**config.mk**
```make
export PLATFORM = sky130hd
export DESIGN_NAME = alu_mc
export DESIGN_NICKNAME = d
export VERILOG_FILES = /design/src/rtl/alu_pkg.sv /design/src/rtl/alu_mul_iter.sv /design/src/rtl/alu_mc.sv
export SDC_FILE = /design/constraint.sdc
export NUM_CORES = 1
export LEC_CHECK = 0
export BUFFER_PORTS_ARGS = -buffer_cell sky130_fd_sc_hd__buf_2
export CELL_PAD_IN_SITES_DETAIL_PLACEMENT = 0
export CELL_PAD_IN_SITES_GLOBAL_PLACEMENT = 1
export CORE_MARGIN = 2
export CORE_UTILIZATION = 40
export CTS_CLUSTER_DIAMETER = 50
export CTS_CLUSTER_SIZE = 12
export DETAILED_ROUTE_END_ITERATION = 7
export MAX_ROUTING_LAYER = met4
export PLACE_DENSITY = 0.76
export SYNTH_ARGS = -nofsm -noshare
export SYNTH_HDL_FRONTEND = slang
export SYNTH_SLANG_ARGS = --single-unit
```
**constraint.sdc**
```tcl
create_clock -name clk -period 5.55 [get_ports clk]
set_input_delay 0.8325 -clock clk [delete_from_list [all_inputs] [get_ports clk]]
set_output_delay 0.8325 -clock clk [all_outputs]
set_load 0.02 [all_outputs]
```
**src/rtl/alu_pkg.sv**
```systemverilog
// Shared opcode, flag and state definitions for the multi-cycle ALU.
package alu_pkg;

  typedef enum logic [3:0] {
    OP_ADD = 4'b0000,
    OP_SUB = 4'b0001,
    OP_AND = 4'b0010,
    OP_ORR = 4'b0011,
    OP_EOR = 4'b0100,
    OP_MOV = 4'b0101,
    OP_CMP = 4'b0110,
    OP_MUL = 4'b0111,
    OP_LDR = 4'b1000,
    OP_STR = 4'b1001,
    OP_LDM = 4'b1010
  } alu_op_e;

  typedef struct packed {
    logic n;
    logic z;
    logic c;
    logic v;
  } flags_t;

  typedef enum logic [1:0] {IDLE, MUL, DONE} state_e;

  // STR computes an address only, so it never touches the flag register.
  function automatic logic is_flag_op(alu_op_e op);
    case (op)
      OP_ADD, OP_SUB, OP_AND, OP_ORR, OP_EOR, OP_MOV,
      OP_CMP, OP_MUL, OP_LDR, OP_LDM: is_flag_op = 1'b1;
      default:                         is_flag_op = 1'b0;
    endcase
  endfunction

endpackage

```
**src/rtl/alu_mul_iter.sv**
```systemverilog
// Iterative shift-add multiplier producing the low WIDTH bits of a*b.
module alu_mul_iter #(
  parameter int WIDTH = 32
) (
  input  logic             clk,
  input  logic             reset,
  input  logic             start,
  input  logic [WIDTH-1:0] a,
  input  logic [WIDTH-1:0] b,
  output logic             done,
  output logic [WIDTH-1:0] product
);

  localparam int CW = $clog2(WIDTH) + 1;
  localparam logic [CW-1:0] LAST = CW'(WIDTH - 1);

  logic [WIDTH-1:0] a_sh;
  logic [WIDTH-1:0] b_sh;
  logic [WIDTH-1:0] acc;
  logic [WIDTH-1:0] acc_next;
  logic [CW-1:0]    cnt;
  logic             busy;

  // product is the accumulator after the current step, so the final value
  // is available in the same cycle that done pulses.
  assign acc_next = b_sh[0] ? (acc + a_sh) : acc;
  assign product  = acc_next;
  assign done     = busy && (cnt == LAST);

  always_ff @(posedge clk) begin
    if (reset) begin
      a_sh <= '0;
      b_sh <= '0;
      acc  <= '0;
      cnt  <= '0;
      busy <= 1'b0;
    end else if (start) begin
      a_sh <= a;
      b_sh <= b;
      acc  <= '0;
      cnt  <= '0;
      busy <= 1'b1;
    end else if (busy) begin
      acc  <= acc_next;
      a_sh <= a_sh << 1;
      b_sh <= b_sh >> 1;
      cnt  <= cnt + 1'b1;
      if (done) busy <= 1'b0;
    end
  end

endmodule

```
**src/rtl/alu_mc.sv**
```systemverilog
// Multi-cycle ALU: single-cycle datapath, iterative MUL, NZCV register,
// valid/ready handshakes on both sides.
module alu_mc
  import alu_pkg::*;
#(
  parameter int WIDTH  = 32,
  parameter bit MUL_EN = 1'b1
) (
  input  logic             clk,
  input  logic             reset,
  input  logic             in_valid,
  output logic             in_ready,
  input  logic [WIDTH-1:0] A,
  input  logic [WIDTH-1:0] B,
  input  logic [3:0]       ALUControl,
  input  logic             SetFlags,
  output logic             out_valid,
  input  logic             out_ready,
  output logic [WIDTH-1:0] Result,
  output logic             out_err,
  output logic [3:0]       ALUFlags
);

  alu_op_e          op;
  state_e           state;
  flags_t           flags;
  logic [WIDTH:0]   sum;
  logic [WIDTH:0]   diff;
  logic [WIDTH-1:0] alu_res;
  logic             alu_c;
  logic             alu_v;
  logic             alu_err;
  logic             is_mul;
  logic             mul_start;
  logic             mul_done;
  logic [WIDTH-1:0] mul_product;
  logic             mul_set;

  assign op        = alu_op_e'(ALUControl);
  assign ALUFlags  = flags;
  assign is_mul    = (op == OP_MUL) && MUL_EN;
  assign mul_start = (state == IDLE) && in_valid && is_mul;
  assign sum       = {1'b0, A} + {1'b0, B};
  assign diff      = {1'b0, A} - {1'b0, B};

  alu_mul_iter #(.WIDTH(WIDTH)) u_mul (
    .clk     (clk),
    .reset   (reset),
    .start   (mul_start),
    .a       (A),
    .b       (B),
    .done    (mul_done),
    .product (mul_product)
  );

  // Logical ops pass the current C/V through so a commit leaves them intact.
  always_comb begin
    alu_res = '0;
    alu_c   = flags.c;
    alu_v   = flags.v;
    alu_err = 1'b0;
    case (op)
      OP_ADD, OP_LDR, OP_LDM, OP_STR: begin
        alu_res = sum[WIDTH-1:0];
        alu_c   = sum[WIDTH];
        alu_v   = (A[WIDTH-1] == B[WIDTH-1]) && (sum[WIDTH-1] != A[WIDTH-1]);
      end
      OP_SUB, OP_CMP: begin
        alu_res = diff[WIDTH-1:0];
        alu_c   = ~diff[WIDTH];
        alu_v   = (A[WIDTH-1] != B[WIDTH-1]) && (diff[WIDTH-1] != A[WIDTH-1]);
      end
      OP_AND:  alu_res = A & B;
      OP_ORR:  alu_res = A | B;
      OP_EOR:  alu_res = A ^ B;
      OP_MOV:  alu_res = B;
      default: alu_err = 1'b1;
    endcase
  end

  always_ff @(posedge clk) begin
    if (reset) begin
      state     <= IDLE;
      in_ready  <= 1'b1;
      out_valid <= 1'b0;
      Result    <= '0;
      out_err   <= 1'b0;
      flags     <= '0;
      mul_set   <= 1'b0;
    end else begin
      case (state)
        IDLE: begin
          if (in_valid) begin
            in_ready <= 1'b0;
            if (is_mul) begin
              mul_set <= SetFlags;
              state   <= MUL;
            end else begin
              Result    <= alu_res;
              out_err   <= alu_err;
              out_valid <= 1'b1;
              state     <= DONE;
              if (SetFlags && !alu_err && is_flag_op(op))
                flags <= '{n: alu_res[WIDTH-1], z: (alu_res == '0),
                           c: alu_c, v: alu_v};
            end
          end
        end
        MUL: begin
          if (mul_done) begin
            Result    <= mul_product;
            out_err   <= 1'b0;
            out_valid <= 1'b1;
            state     <= DONE;
            if (mul_set) begin
              flags.n <= mul_product[WIDTH-1];
              flags.z <= (mul_product == '0);
            end
          end
        end
        DONE: begin
          if (out_ready) begin
            out_valid <= 1'b0;
            in_ready  <= 1'b1;
            state     <= IDLE;
          end
        end
        default: state <= IDLE;
      endcase
    end
  end

endmodule

```
==> run metrics <==
status=complete, no violations; GRT overflow=0; Worst EP arrival=between 4 and 5 ns; area grow syn2layout=11.0%; post-synthesis sequential area ratio=0.209; Min-Delay Endpoint=out_valid; max_cap viols=0; final hold violation count=0; Die H=roughly 190 microns; CTS Buf Count=17; sequential share of power=0.338; Hold Path Class=flip-flop to flip-flop; Detailed Route Iter0 Violations=roughly 1300; Clock power frac=0.374; Top-Level Pins=around 110; Post-Syn Nets=around 2100; Layout Nets=about 2100; Setup crit end kind=flip-flop; H-tree depth=4; r2r endpoint=ALUFlags[2]; CTS tree=yes; synthesized flop and latch total=roughly 150; area of the multi-input gates=roughly 10000 sq um; P_sw=~0.0012 W; ratio of cells with drive above 1 in the final layout=0.114; Synth Cell Area=roughly 14000 sq um; crit share post-route=0.816; hpwl dp=just under 40000 microns; Avg Vias per Cell=6.06; Setup Skew=0.0144 ns; synth unique cells=a little under 90; Worst R2R Path Depth=15; Post-route DRC=0; initial antenna violation count=1; Hold Slack=between 0.4 and 0.5 ns; Initial Util=0.404; # port buffers=~110; Power Density=approximately 210 nW/um^2; vias after detailed routing=14300; GPL Wtd Cong=between 0.9 and 1; root buf cell=clkbuf_16; number of global-route vias before repair=around 14000; Die Width=approximately 190 microns; largest net degree at the start of global routing=67; setup slack at placement=0.573 ns; Top FF cell, synth=dfxtp_1; relative slew slack=0.200; fin. max-slew vios=0; worst slew pin tran=1.19 ns; Post-synth ARST share=0; Placed Cells=2334; Post-Syn Instances=around 1900; setup TNS=0 ns; Logic pwr share=0.288; unrepaired setup endpoints after global routing=false; EDFF count, synth=0; Power Internal=between 0.002 and 0.0025 W; # resized after CTS=0; Hold Crit Start=out_valid; fmax=approximately 220 MHz; deepest clock path buffer count=2; Routed WL per cell=between 20 and 25 microns; reg2reg setup slack=between 1 and 1.5 ns; Setup Fix Bufs, Post-CTS=0; first-pass GRT wire length=80100 microns; hold path depth=2; Yosys warnings=0; FF-to-FF Start=u_mul.acc[0]; critical path launch point type=primary input; Std-Cell Rows=68; final WL=between 50000 and 60000 microns; clk sink count=~150; clock slew at reported path FFs=roughly 0.070 ns; Setup Viol. Count Final=0; leakage=~6.5 nW; Min Clock Period, post-route=between 4 and 5 ns; Syn Area/Cell=between 7 and 8 sq um; Non-Filler Instances=between 2000 and 2500; final worst slack=around 1.0 ns; Routed Antenna Nets=0; sw frac=0.361; CORE AREA=34400 sq um; Worst VDD drop=roughly 0.22 mV; cts hold-fix bufs=0; DR pass1 iterations=6; Required @ worst endpoint=about 6.0 ns; die area=36200 sq um; CP Class=primary input to flip-flop; area taken by flip-flops and latches=2910 sq um; Filler cells=about 3600; worst skew pair latency=around 0.45 ns; CP Max Fanout=10; Overall Global Routing Usage=0.294
worst max-delay path by stage:
stage | start | endpoint | slack, ns | depth (start not counted)
floorplan | A[0] | ALUFlags[2] | 1.43 | 16
CTS | B[5] | ALUFlags[2] | 1.04 | 15
detailed placement | B[6] | ALUFlags[2] | 0.57 | 15
finish | B[5] | ALUFlags[2] | 1.02 | 15
global placement | B[5] | ALUFlags[2] | 0.59 | 15
global route | B[6] | ALUFlags[2] | 0.66 | 15
worst max-delay path, cell delays in order:
cell and delay (ns):
buf_2 0.14, inv_1 0.07, ha_1 0.51, nand2b_1 0.10, a21oi_1 0.47, a211oi_1 0.12, o31a_1 0.31, o31a_1 0.28
a2111oi_0 0.88, and2_1 0.24, and4b_1 0.26, nand4b_1 0.14, nor4_1 0.38, nand4b_1 0.14, nand2_1 0.08
metal layers:
layer  GRT usage  wire, microns  up-vias
met4      0.0972           1640        0
li1            -              -     6950
met2       0.470          23700      500
met5           -              0        -
met3      0.0399           3170       76
met1       0.381          23400     6820
final cells by class:
type,count,area share
antenna,3,0.000487
clock buffer,20,0.0296
clock inverter,12,0.00966
inverter,112,0.0273
multi-input combinational,1487,0.659
sequential,145,0.189
tap,455,0.0370
timing repair buffer,135,0.0479
registers in the layout, indices dropped and copies added (netlist names):
| register | cells |
|---|---|
| Result | 32 |
| u_mul.b_sh | 32 |
| in_ready | 1 |
| ALUFlags | 4 |
| mul_set | 1 |
| out_err | 1 |
| u_mul.busy | 1 |
| u_mul.cnt | 6 |
| u_mul.acc | 32 |
| state | 2 |
| out_valid | 1 |
| u_mul.a_sh | 32 |
kinds of logic after synthesis:
logic type | synth area share
buffers and inverters | 0.0634
AND/OR/NAND/NOR | 0.206
adder cells (fa/ha/maj) | 0.128
AO/OA/AOI/OAI | 0.302
XOR/XNOR | 0.0196
multiplexers | 0.0721
flip-flops | 0.209
synth_stat cells, types with 11 or more instances:
cell	n	area [sq um]
a211o_1	14	123
a211oi_1	108	811
a21o_1	33	248
a21oi_1	148	741
a221oi_1	29	254
a22oi_1	27	203
a31oi_1	21	131
and2_1	11	68.8
buf_1	14	52.6
clkbuf_1	101	379
dfxtp_1	145	2900
ha_1	137	1710
inv_1	111	417
mux2i_1	91	911
nand2_1	119	447
nand2b_1	23	144
nand3_1	39	195
nand4_1	17	106
nor2_1	239	897
nor2b_1	21	131
nor3_1	38	190
o211ai_1	15	113
o21ai_0	89	445
o21bai_1	12	90.1
o22ai_1	15	93.8
o31ai_1	13	97.6
or2_2	13	81.3
or3_1	23	144
xnor2_1	18	158
xor2_1	13	114
power groups by stage:
stage	clock, W	sequential, W	combinational (W)
4_1_cts	0.00126	0.00111	0.000935
6_report	0.00123	0.00111	0.000948
2_1_floorplan	0	0.00115	0.000596
5_1_grt	0.00129	0.00111	0.00103
3_3_place_gp	0	0.00113	0.000926
3_5_place_dp	0	0.00113	0.000930
layout by cell type (no fill, tap or decap), drive strengths merged, types with 39 or more instances in the layout:
cell	netlist	routed
nand3	39	39
o21ai	90	90
ha	137	137
a211oi	108	108
buf	17	135
nand2	119	119
inv	111	115
mux2i	91	91
dfxtp	145	145
nor2	239	239
a21oi	149	149
stage by stage:
stage                     cell area, sq um  utilization  power (W)
after global routing                 15400        0.448    0.00344
after global placement               14800        0.430    0.00206
after floorplan                      13900            -    0.00174
final                                15400        0.448    0.00329
after CTS                            15400        0.448    0.00330
after detailed placement             14800        0.430    0.00206
Power figures use the tool's default switching activity.
